## src/rtl/fifo_0_arb_pkg.sv

```systemverilog
// Shared constants and FSM state type for the fifo_0 write-side arbiter.
package fifo_0_arb_pkg;
  localparam int N_SRC    = 4;
  localparam int SRC_W    = 2;
  localparam int DATA_W   = 7;
  localparam int FIFO_W   = 1 + SRC_W + DATA_W;
  localparam int LAST_BIT = 9;
  localparam int ID_LSB   = 7;
  localparam int DATA_LSB = 0;

  typedef enum logic {IDLE, BURST} arb_state_e;
endpackage

```

## src/rtl/fifo_0_rr_pick.sv

```systemverilog
// Combinational round-robin picker: first requester at or after last_grant+1.
module fifo_0_rr_pick
  import fifo_0_arb_pkg::*;
(
  input  logic [N_SRC-1:0] req_i,
  input  logic [SRC_W-1:0] last_grant_i,
  output logic [SRC_W-1:0] pick_o,
  output logic             any_o
);

  logic [SRC_W-1:0] idx;

  // Scan from lowest to highest priority so the nearest requester overwrites last.
  always_comb begin
    pick_o = '0;
    idx    = '0;
    any_o  = |req_i;
    for (int k = N_SRC; k >= 1; k--) begin
      idx = last_grant_i + SRC_W'(k);
      if (req_i[idx]) pick_o = idx;
    end
  end

endmodule

```

## src/rtl/fifo_0_wr_arbiter.sv

```systemverilog
// Packet-locked round-robin arbiter feeding the fifo_0 write port from four sources.
module fifo_0_wr_arbiter
  import fifo_0_arb_pkg::*;
#(
  parameter int LEN_W = 12
) (
  input  logic                    clk,
  input  logic                    rst_n,
  input  logic [N_SRC-1:0]        src_vld,
  input  logic [N_SRC-1:0]        src_last,
  input  logic [N_SRC*DATA_W-1:0] src_data,
  output logic [N_SRC-1:0]        src_rdy,
  input  logic                    fifo_wr_vld,
  output logic                    fifo_wr_en,
  output logic [FIFO_W-1:0]       fifo_wr_data,
  output logic                    pkt_done,
  output logic [SRC_W-1:0]        pkt_src,
  output logic [LEN_W-1:0]        pkt_len
);

  arb_state_e       state_q;
  logic [SRC_W-1:0] grant_q, last_grant_q, pick;
  logic [LEN_W-1:0] cnt_q, cnt_d;
  logic             any_req, xfer;
  logic             pkt_done_q;
  logic [SRC_W-1:0] pkt_src_q;
  logic [LEN_W-1:0] pkt_len_q;
  logic [DATA_W-1:0] grant_data;

  function automatic logic [LEN_W-1:0] sat_inc(input logic [LEN_W-1:0] v);
    return (&v) ? v : v + LEN_W'(1);
  endfunction

  fifo_0_rr_pick u_pick (
    .req_i        (src_vld),
    .last_grant_i (last_grant_q),
    .pick_o       (pick),
    .any_o        (any_req)
  );

  // Transfers are suppressed while reset is held so nothing leaks into the FIFO.
  assign grant_data = src_data[int'(grant_q)*DATA_W +: DATA_W];
  assign xfer       = rst_n && (state_q == BURST) && src_vld[grant_q] && fifo_wr_vld;
  assign cnt_d      = sat_inc(cnt_q);

  always_comb begin
    src_rdy      = '0;
    fifo_wr_en   = xfer;
    fifo_wr_data = '0;
    if (xfer) begin
      src_rdy[grant_q]                     = 1'b1;
      fifo_wr_data[LAST_BIT]               = src_last[grant_q];
      fifo_wr_data[ID_LSB +: SRC_W]        = grant_q;
      fifo_wr_data[DATA_LSB +: DATA_W]     = grant_data;
    end
  end

  always_ff @(posedge clk) begin
    if (!rst_n) begin
      state_q      <= IDLE;
      grant_q      <= '0;
      last_grant_q <= SRC_W'(N_SRC - 1);
      cnt_q        <= '0;
      pkt_done_q   <= 1'b0;
      pkt_src_q    <= '0;
      pkt_len_q    <= '0;
    end else begin
      pkt_done_q <= 1'b0;
      case (state_q)
        IDLE: begin
          if (any_req) begin
            grant_q <= pick;
            cnt_q   <= '0;
            state_q <= BURST;
          end
        end
        BURST: begin
          if (xfer) begin
            cnt_q <= cnt_d;
            if (src_last[grant_q]) begin
              state_q      <= IDLE;
              last_grant_q <= grant_q;
              pkt_done_q   <= 1'b1;
              pkt_src_q    <= grant_q;
              pkt_len_q    <= cnt_d;
            end
          end
        end
        default: state_q <= IDLE;
      endcase
    end
  end

  assign pkt_done = pkt_done_q;
  assign pkt_src  = pkt_src_q;
  assign pkt_len  = pkt_len_q;

endmodule

```

## config.mk

```make
export PLATFORM = sky130hd
export DESIGN_NAME = fifo_0_wr_arbiter
export DESIGN_NICKNAME = d
export VERILOG_FILES = /design/src/rtl/fifo_0_arb_pkg.sv /design/src/rtl/fifo_0_rr_pick.sv /design/src/rtl/fifo_0_wr_arbiter.sv
export SDC_FILE = /design/constraint.sdc
export NUM_CORES = 1
export LEC_CHECK = 0
export CORE_ASPECT_RATIO = 0.6
export CORE_MARGIN = 5
export CORE_UTILIZATION = 49
export CTS_CLUSTER_DIAMETER = 30
export DETAILED_ROUTE_END_ITERATION = 7
export GPL_ROUTABILITY_DRIVEN = 0
export PLACE_DENSITY = 0.95
export SLEW_MARGIN = 25
export SYNTH_ARGS = -nofsm -noshare
export SYNTH_HDL_FRONTEND = slang
export SYNTH_HIERARCHICAL = 1
export SYNTH_SLANG_ARGS = --single-unit
```

## constraint.sdc

```tcl
create_clock -name clk -period 4.5 [get_ports clk]
set_input_delay 0.675 -clock clk [delete_from_list [all_inputs] [get_ports clk]]
set_output_delay 0.675 -clock clk [all_outputs]
set_load 0.01 [all_outputs]
```

==> results by group <==
Setup path
  • Setup Crit Path Kind: in -> out
  • CP Capture Type: output port
  • Startpoint types: primary input
  • CP max FO: 20
  • Critical path required time: 3.83 ns
  • WP data arrival: 3.08 ns

Clock network
  • TritonCTS clock tree: yes
  • Worst-Skew Late Latency: 0.29 ns
  • Post-CTS Setup Bufs: 0
  • CTS Buf Count: 5
  • Cts repair resizes: 0
  • Clock Tree Buf Depth: 2
  • H-tree Lvls: 2
  • Reg clk slew, reported paths: 0.07 ns
  • Num Clock Sinks: 32
  • Clock root cell: clkbuf_8
  • CTS Hold Bufs: 0

Yosys
  • Most common cell in the netlist: dfxtp_1
  • Synth Warn #: 6
  • Sequential area share after synthesis: 32.3%
  • Syn nets: 270
  • Synth top area share: 32.3%
  • Simple-gate area share of the yosys netlist: 26.3%
  • Adder-cell share of the synthesized area: 0.631%
  • Synth unique cells: 52
  • Synth Area per Inst: 8.62 um^2
  • Post-synth top cells: dfxtp_1, nand2_1, a21oi_1, o21ai_0
  • Yosys reg bits: 32
  • Post-synthesis compound-gate area fraction: 20.3%
  • Yosys top cell by area: dfxtp_1
  • Main combinational cell family by area after synthesis: simple AND/OR/NAND/NOR gates
  • Synthesized instance count: 230
  • Post-Syn Area: 1980 um^2
  • Post-synth EDFFs: 0
  • Ranking of synthesized cells by area: dfxtp_1, mux4_2, a21oi_1, nand2_1, and3_1
  • Xor/xnor cell area share of the yosys netlist: 2.21%
  • Ys async rst share: 0%
  • Post-synthesis mux area share: 11.8%
  • Ys flop type: dfxtp_1

STA
  • Final Max Tran Viols: 0
  • RSZ-0062 raised after global routing: no
  • Least-Margin Pin Slew: 0.825 ns
  • Final worst slack: 0.745 ns
  • Achievable Freq: 266 MHz
  • Worst rel slew slack: 44.5%
  • Clock Skew: 0.00221 ns
  • Final setup fails: 0
  • Tmin final: 3.75 ns
  • Fin crit share: 83.4%
  • Fin Setup TNS: 0 ns
  • Hold Vio Cnt, Final: 0

Layout
  • Register Area: 641 um^2
  • Syn-to-layout area delta: 38.8%
  • Fill count: 284
  • Multi-input logic area: 1210 um^2
  • Inserted Diodes: 0
  • # nets final: 328
  • Layout cells sized above 1: 8.65%

GRT
  • Vias in the first global route: 2051
  • All-Layer GR Usage: 22.2%
  • Initial antenna violation count: 0
  • Largest net degree at the start of global routing: 28
  • Global route overflow: 0
  • Global-route wire length before repair: 9730 um

Floorplanning
  • Initial core utilization: 52.3%
  • Rows: 17
  • DIE WIDTH: 92.1 um
  • IO Pins: 69
  • Core footprint: 3790 um^2
  • Die Footprint: 5460 um^2
  • Die span in y: 59.3 um

Power and ir drop
  • P_leak: 1.01 nW
  • Pwr per Cell Area: 248 nW/um^2
  • VDD IR-drop max: 0.193 mV

Drt
  • DR iter-0 viols: 131
  • Routed WL: 5990 um
  • # DRC: 0
  • Per-cell routed wire length: 17.8 um
  • DRT Pass-1 Iters: 5
  • DR vias/cell: 6.21
  • Via count: 2087
  • Post-DRT Antenna Nets: 0

Place
  • DP HPWL: 4300 um
  • PortBufs: 68
  • Worst slack at placement: 0.794 ns

Min path
  • Worst hold path type: reg -> reg

Flow run
  • Max-cap viol count: 0

Outcome
  • Outcome: complete, no violations
-- cell type report --
type | instances | area share [%]
multi-input combinational | 172 | 44.2
clock inverter | 3 | 1.55
sequential | 32 | 23.3
tap | 47 | 2.14
timing repair buffer | 71 | 25.6
inverter | 6 | 0.819
clock buffer | 5 | 2.50
-- worst paths after layout --
path	from	to	slack, ns	cells past startpoint
max	src_vld[1]	fifo_wr_data[9]	0.75	5
min	pkt_src[1]	pkt_src[1]	0.46	2
max reg2reg	grant_q[0]	pkt_len[4]	1.99	5
min reg2reg	pkt_src[1]	pkt_src[1]	0.46	2
-- logic make-up after synthesis --
| kind of cell | count (synthesis) |
|---|---|
| mux | 11 |
| xor+xnor | 5 |
| fa+ha+maj | 1 |
| simple gates | 94 |
| compound gates | 61 |
| flops | 32 |
| buf+inv | 26 |
-- stage by stage --
step	instances	hold slack, ns	cell area, um^2	utilization [%]	power (mW)
after detailed placement	328	0.450	2640	69.7	0.407
after CTS	336	0.466	2750	72.7	0.679
after global placement	328	0.446	2640	69.7	0.403
after global routing	336	0.500	2750	72.7	0.699
final	336	0.461	2750	72.7	0.681
after floorplan	230	0.455	1980	-	0.354
-- worst max-delay path: stages --
cell and delay (ns):
clkdlybuf4s50_1 0.59, mux4_2 0.47, nand3_1 0.16, inv_1 0.50, clkdlybuf4s50_1 0.67
-- cell usage in the layout, fill, tap and decap left out, types with 3 or more instances in the layout --
cell	Yosys	routed
clkdlybuf4s50_1	0	68
dfxtp_1	32	32
nand2_1	25	25
a21oi_1	20	20
o21ai_0	14	14
and3_1	13	13
nand3_1	13	13
nor2_1	7	7
mux4_2	6	6
nand4_1	6	6
nor3_1	6	6
a31oi_1	6	6
nand2b_1	5	5
and4_1	5	5
clkbuf_8	0	5
inv_1	4	4
mux4_1	3	3
a21oi_2	3	3
xnor2_1	3	3
buf_4	0	3
-- flip-flops by register name, summed over array words and instances, names as in the netlist --
| register | count |
|---|---|
| pkt_len | 12 |
| last_grant_q | 2 |
| pkt_src | 2 |
| grant_q | 2 |
| cnt_q | 12 |
| state_q | 1 |
| pkt_done | 1 |
-- report_power, final --
part,total (mW),switching [mW],leakage [nW],internal [mW]
logic,0.104,0.0414,0.698,0.0623
clock network,0.280,0.116,0.0541,0.164
registers,0.297,0.00889,0.259,0.288
-- routing by layer --
metal | wire, um | GRT usage, % | part of all wire, % | vias up
met2 | 2670 | 36.3 | 45 | 117
met4 | 73 | 5.71 | 1.2 | 0
met3 | 540 | 6.85 | 9.0 | 11
met5 | 0 | 0 | 0 | -
met1 | 2700 | 29.1 | 45 | 978
li1 | - | - | - | 981
Power figures use the tool's default switching activity.
